--- config.mk ---
export PLATFORM = sky130hd
export DESIGN_NAME = sha_msg_streamer
export DESIGN_NICKNAME = d
export VERILOG_FILES = /design/src/rtl/sha_msg_streamer.sv
export SDC_FILE = /design/constraint.sdc
export NUM_CORES = 1
export LEC_CHECK = 0
export ABC_AREA = 1
export BUFFER_PORTS_ARGS = -buffer_cell sky130_fd_sc_hd__buf_2
export CAP_MARGIN = 5
export CORE_AREA = 10 10 302 304
export DETAILED_ROUTE_END_ITERATION = 7
export DIE_AREA = 0 0 312 314
export SETUP_SLACK_MARGIN = 0.05
export SLEW_MARGIN = 5
export SYNTH_ARGS = -nofsm -noshare
export SYNTH_HDL_FRONTEND = slang
export SYNTH_SLANG_ARGS = --single-unit
--- constraint.sdc ---
create_clock -name clk -period 3.68 [get_ports clk]
set_input_delay 0.184 -clock clk [delete_from_list [all_inputs] [get_ports clk]]
set_output_delay 0.184 -clock clk [all_outputs]
set_load 0.02 [all_outputs]
--- src/rtl/sha_msg_streamer.sv ---
// Message-to-core sequencer: latches a candidate message, clears the SHA core,
// streams the bytes over a valid/ack handshake, strobes stop and captures the
// digest (or flags a timeout if the core never answers).
module sha_msg_streamer #(
    parameter int unsigned MAX_BYTES  = 32,
    parameter int unsigned LEN_W      = 6,
    parameter int unsigned DIGEST_W   = 256,
    parameter int unsigned CLR_CYCLES = 2,
    parameter int unsigned TIMEOUT    = 1024
) (
    input  logic                   clk,
    input  logic                   reset,
    input  logic                   start,
    input  logic [8*MAX_BYTES-1:0] msg_data,
    input  logic [LEN_W-1:0]       msg_len,
    input  logic                   msb_first,
    output logic                   core_rst_n,
    output logic                   byte_rdy,
    output logic [7:0]             data_in,
    input  logic                   byte_ack,
    output logic                   byte_stop,
    input  logic                   hash_valid,
    input  logic [DIGEST_W-1:0]    hash_in,
    output logic [DIGEST_W-1:0]    digest,
    output logic                   busy,
    output logic                   done,
    output logic                   len_err,
    output logic                   timeout_err
);

    localparam int unsigned CLR_W  = $clog2(CLR_CYCLES + 1);
    localparam int unsigned WAIT_W = $clog2(TIMEOUT + 1);

    typedef enum logic [2:0] {StIdle, StClr, StSend, StStop, StWait} state_e;

    state_e                 state_q, state_d;
    logic [CLR_W-1:0]       clr_cnt_q, clr_cnt_d;
    logic [LEN_W-1:0]       sent_q, sent_d;
    logic [WAIT_W-1:0]      wait_cnt_q, wait_cnt_d;
    logic [8*MAX_BYTES-1:0] msg_q, msg_d;
    logic [LEN_W-1:0]       len_q, len_d;
    logic                   msb_q, msb_d;
    logic                   core_rst_n_q, core_rst_n_d;
    logic                   byte_rdy_q, byte_rdy_d;
    logic [7:0]             data_in_q;
    logic                   byte_stop_q, byte_stop_d;
    logic [DIGEST_W-1:0]    digest_q, digest_d;
    logic                   busy_q, busy_d;
    logic                   done_q, done_d;
    logic                   len_err_q, len_err_d;
    logic                   timeout_err_q, timeout_err_d;
    logic                   load_byte;
    logic [LEN_W-1:0]       sel;
    logic [7:0]             next_byte;

    // Next-state and registered-output decode for the sequencer FSM.
    always_comb begin
        state_d       = state_q;
        clr_cnt_d     = clr_cnt_q;
        sent_d        = sent_q;
        wait_cnt_d    = wait_cnt_q;
        msg_d         = msg_q;
        len_d         = len_q;
        msb_d         = msb_q;
        core_rst_n_d  = core_rst_n_q;
        byte_rdy_d    = byte_rdy_q;
        load_byte     = 1'b0;
        byte_stop_d   = 1'b0;
        digest_d      = digest_q;
        done_d        = 1'b0;
        len_err_d     = 1'b0;
        timeout_err_d = 1'b0;
        unique case (state_q)
            StIdle: begin
                core_rst_n_d = 1'b0;
                byte_rdy_d   = 1'b0;
                if (start) begin
                    if (msg_len > LEN_W'(MAX_BYTES)) begin
                        len_err_d = 1'b1;
                    end else begin
                        msg_d     = msg_data;
                        len_d     = msg_len;
                        msb_d     = msb_first;
                        clr_cnt_d = '0;
                        state_d   = StClr;
                    end
                end
            end
            StClr: begin
                if (clr_cnt_q == CLR_W'(CLR_CYCLES - 1)) begin
                    core_rst_n_d = 1'b1;
                    sent_d       = '0;
                    if (len_q == '0) begin
                        state_d     = StStop;
                        byte_stop_d = 1'b1;
                    end else begin
                        state_d    = StSend;
                        byte_rdy_d = 1'b1;
                        load_byte  = 1'b1;
                    end
                end else begin
                    clr_cnt_d = clr_cnt_q + CLR_W'(1);
                end
            end
            StSend: begin
                if (byte_ack) begin
                    sent_d = sent_q + LEN_W'(1);
                    if (sent_q + LEN_W'(1) == len_q) begin
                        state_d     = StStop;
                        byte_rdy_d  = 1'b0;
                        byte_stop_d = 1'b1;
                    end else begin
                        load_byte = 1'b1;
                    end
                end
            end
            StStop: begin
                // The stop cycle itself counts as the first elapsed cycle.
                state_d    = StWait;
                wait_cnt_d = WAIT_W'(1);
            end
            StWait: begin
                if (hash_valid) begin
                    digest_d = hash_in;
                    done_d   = 1'b1;
                    state_d  = StIdle;
                end else if (wait_cnt_q >= WAIT_W'(TIMEOUT - 1)) begin
                    done_d        = 1'b1;
                    timeout_err_d = 1'b1;
                    state_d       = StIdle;
                end else begin
                    wait_cnt_d = wait_cnt_q + WAIT_W'(1);
                end
            end
            default: state_d = StIdle;
        endcase
        busy_d = (state_d != StIdle);
    end

    // Select the byte addressed by the next sent-count in the latched order.
    always_comb begin
        sel       = msb_q ? (len_q - LEN_W'(1) - sent_d) : sent_d;
        next_byte = '0;
        for (int k = 0; k < MAX_BYTES; k++) begin
            if (sel == LEN_W'(k)) next_byte = msg_q[8*k +: 8];
        end
    end

    // State, counters, latched message and output registers.
    always_ff @(posedge clk) begin
        if (!reset) begin
            state_q       <= StIdle;
            clr_cnt_q     <= '0;
            sent_q        <= '0;
            wait_cnt_q    <= '0;
            msg_q         <= '0;
            len_q         <= '0;
            msb_q         <= 1'b0;
            core_rst_n_q  <= 1'b0;
            byte_rdy_q    <= 1'b0;
            data_in_q     <= '0;
            byte_stop_q   <= 1'b0;
            digest_q      <= '0;
            busy_q        <= 1'b0;
            done_q        <= 1'b0;
            len_err_q     <= 1'b0;
            timeout_err_q <= 1'b0;
        end else begin
            state_q       <= state_d;
            clr_cnt_q     <= clr_cnt_d;
            sent_q        <= sent_d;
            wait_cnt_q    <= wait_cnt_d;
            msg_q         <= msg_d;
            len_q         <= len_d;
            msb_q         <= msb_d;
            core_rst_n_q  <= core_rst_n_d;
            byte_rdy_q    <= byte_rdy_d;
            data_in_q     <= load_byte ? next_byte : data_in_q;
            byte_stop_q   <= byte_stop_d;
            digest_q      <= digest_d;
            busy_q        <= busy_d;
            done_q        <= done_d;
            len_err_q     <= len_err_d;
            timeout_err_q <= timeout_err_d;
        end
    end

    assign core_rst_n  = core_rst_n_q;
    assign byte_rdy    = byte_rdy_q;
    assign data_in     = data_in_q;
    assign byte_stop   = byte_stop_q;
    assign digest      = digest_q;
    assign busy        = busy_q;
    assign done        = done_q;
    assign len_err     = len_err_q;
    assign timeout_err = timeout_err_q;

endmodule

==> flow_summary.yaml <==
sta:
  finalMaxSlewViolations: 0
  rsz0062_at_grt: "yes"
  fmax_ghz: 0.231
  skew_ps: 20.1
  final_hold_viol_count: 0
  period_minus_slack_ps: 4320
  worst_slew_pin_slew_ps: 878
  final-setup-viol-count: 8
  layout_setup_ws_ps: -642
  slew_headroom_pct: 41.5
  finalCritPeriodShare_pct: 117
floorplan:
  dieArea_um2: 98000
  die_x_um: 312
  fp.coreArea_um2: 84900
  fp.dieH_um: 314
  row_count: 107
  start_util_pct: 26.3
  pin_count: 795
yosys:
  synth_area_leaders: "dfxtp_1 (50%), nand2_1 (9.0%), a21oi_1 (9.0%)"
  ys_warn_count: 0
  synthAdderAreaFrac_pct: 0.538
  avgSynthCellArea_um2: 7.25
  synth_cells: 3076
  synth_top_family_by_area: "simple AND/OR/NAND/NOR gates"
  muxShareOfSynthArea_pct: 0
  synthXorXnorAreaFrac_pct: 0.157
  synthTopCellsByCount: "dfxtp_1 (556), nand2_1 (537), nor2_1 (499), a21oi_1 (401), nand3_1 (316)"
  syn_nets: 3609
  synth_compound_area_share_pct: 15.8
  synth.distinct_cells: 42
  synthFlopType: "dfxtp_1"
  yosysMostFrequentCell: "dfxtp_1"
  synth_top_area_cell: "dfxtp_1"
  synth.yosys.seq_area_share_pct: 49.9
  synth_top_area_share_pct: 49.9
  syn_area_um2: 22300
  synthArstFlopShare_pct: 0
  synth-seq-cells: 556
  synth-edff-count: 0
  synth-simple-area-share_pct: 27.7
setup_path:
  required_ps: 4180
  path_buf_inv: 6
  crit_arrival_ps: 4820
  cpMaxStageDelayCell: "fa_2"
  critical_path_class: "flop to flop"
  crit_path_frequent_cell: "nand4_1"
  crit_fanout: 7
  path_delay_family: "simple AND/OR/NAND/NOR gates"
  cp-end-kind: "flop"
  startpoint_type: "flop"
  max_stage_delay_ps: 380
routing:
  ant_nets: 0
  wl_per_cell_um: 19.8
  num_vias: 26893
  drt_iter0_markers: 2843
  drc_errors: 0
  viasPerCell: 4.76
  finalWirelength_um: 112000
  drt_pass1_iterations: 6
global_routing:
  grt_max_degree: 208
  overflow: 0
  grt_use_total_pct: 21.3
  grt_first_pass_wirelength_um: 164000
  grt_pass1_vias: 26286
  antenna_found_initial: 24
clock_tree:
  root_buffer: "clkbuf_16"
  clkSinkCount: 556
  htree_levels: 3
  cts_buffer_depth: 3
  cts_tree: "built"
  cts_buffers: 68
  clkTransAtPathRegs_ps: 60
  clock_latency_ps: 600
final_layout:
  synthToLayoutAreaGrowth_pct: 63.5
  fin_nets: 4960
  fin_area_um2: 36500
  drive_gt1_share_pct: 27.2
placement:
  dp_hpwl_um: 80000
  dp_slack_ps: -819
  gp_congestion: 0.879
  port_buffers: 794
  placed_area_um2: 28400
outcome:
  status: "complete, but fails checks"
  violations: "setup timing"
power:
  p_leak_nw: 15.5
  ir_drop_v: 0.000336
  p_per_area_nw_per_um2: 431
job:
  maxCapViolCount: 0
worst_hold_path:
  worstHoldPathType: "primary input to flop"
## path summary, 6_finish.rpt
path,depth (start not counted),endpoint,slack (ps),from
max,37,data_in[7],-640,clr_cnt_q[1]
min,3,msg_q[141],20,msg_data[141]
min reg2reg,2,msg_q[177],450,msg_q[177]
max reg2reg,37,data_in[7],-640,clr_cnt_q[1]
## where the power goes
group          total [W]  internal [W]  switching [W]  leakage, nW
Combinational    0.00232       0.00107        0.00125         9.87
Clock            0.00691       0.00411        0.00280         1.14
Sequential       0.00648       0.00631       0.000176         4.53
## through the flow
step / total power [W] / instances / setup TNS (ps) / util, % / hold WS (ps)
CTS: 0.0158 / 5619 / -4090 / 42.6 / 5.64
finish: 0.0157 / 5649 / -4320 / 43.0 / 24.3
floorplan: 0.00748 / 3076 / 0 / - / 308
global placement: 0.00830 / 4966 / -5480 / 33.5 / 440
global route: 0.0163 / 5639 / -7090 / 42.9 / 9.86
detailed placement: 0.00832 / 4966 / -6110 / 33.5 / 443
## state kept, by name (all words and copies together), names as in the netlist, 2 cells and up
signal / count
clr_cnt_q: 2
data_in: 8
digest: 256
len_q: 6
msg_q: 256
sent_q: 6
state_q: 3
wait_cnt_q: 11
## cells in the final DEF, fill, tap and decap left out, types with 3 or more instances in the layout
cell type,instances
buf_2,792
dfxtp_1,550
nand2_1,515
dlygate4sd3_1,515
nor2_1,483
a21oi_1,396
nand3_1,297
o21ai_0,278
buf_4,166
inv_1,116
clkbuf_16,70
nand4_1,59
diode_2,24
nand2_2,24
nand3_2,19
nor2_2,17
clkbuf_8,16
inv_2,15
nor3_1,14
buf_12,14
clkbuf_1,11
clkinv_2,11
nor2_4,10
buf_6,9
inv_6,7
ha_4,7
a21oi_2,5
or2_2,4
nand2_4,4
o21ai_1,4
bufinv_16,4
dfxtp_2,4
xor2_1,3
a31oi_1,3
clkinv_4,3
## logic make-up (layout without fill, tap and decap cells)
family                     count (synthesis)  in the layout
adders and majority gates                  9              9
AOI/OAI and AO/OA                        697            697
buffers and inverters                    351           1756
and+or+nand+nor                         1459           1459
xor gates and xnor gates                   4              4
other                                      0             24
DFF                                      556            556
## per-layer routing
metal | vias up | share of wire [%] | GRT usage (%)
met2 | 1205 | 45 | 33.6
met3 | 301 | 7.4 | 4.73
met4 | 8 | 5.8 | 11.9
met1 | 12460 | 42 | 26.8
li1 | 12919 | - | -
met5 | - | 0.037 | 0
## what timing repair did
action | CTS | global route
hold buffers | 515 | 0
resized for setup | 55 | 50
setup endpoints to repair | 8 | 8
endpoints found under the hold margin | 514 | 0
setup buffers | 14 | 7
pin swaps | 30 | 55
## layout make-up
| type | instances | area [um^2] |
|---|---|---|
| diodes | 24 | 60.1 |
| clock buffers | 96 | 2000 |
| clock inverters | 28 | 305 |
| fillers | 8411 | 48400 |
| inverters | 135 | 527 |
| multi-input cells | 2169 | 10200 |
| flip-flops and latches | 556 | 11100 |
| well taps | 1144 | 1430 |
| repair buffers | 1497 | 10800 |
## worst reg2reg max path, delay by kind of cell (launching register included)
kind	cells	cell delay [ps]
flip-flops	1	340
adder cells (fa/ha/maj)	3	690
buffers and inverters	6	350
AND/OR/NAND/NOR	26	2630
AO/OA/AOI/OAI	2	220
Power figures use the tool's default switching activity.
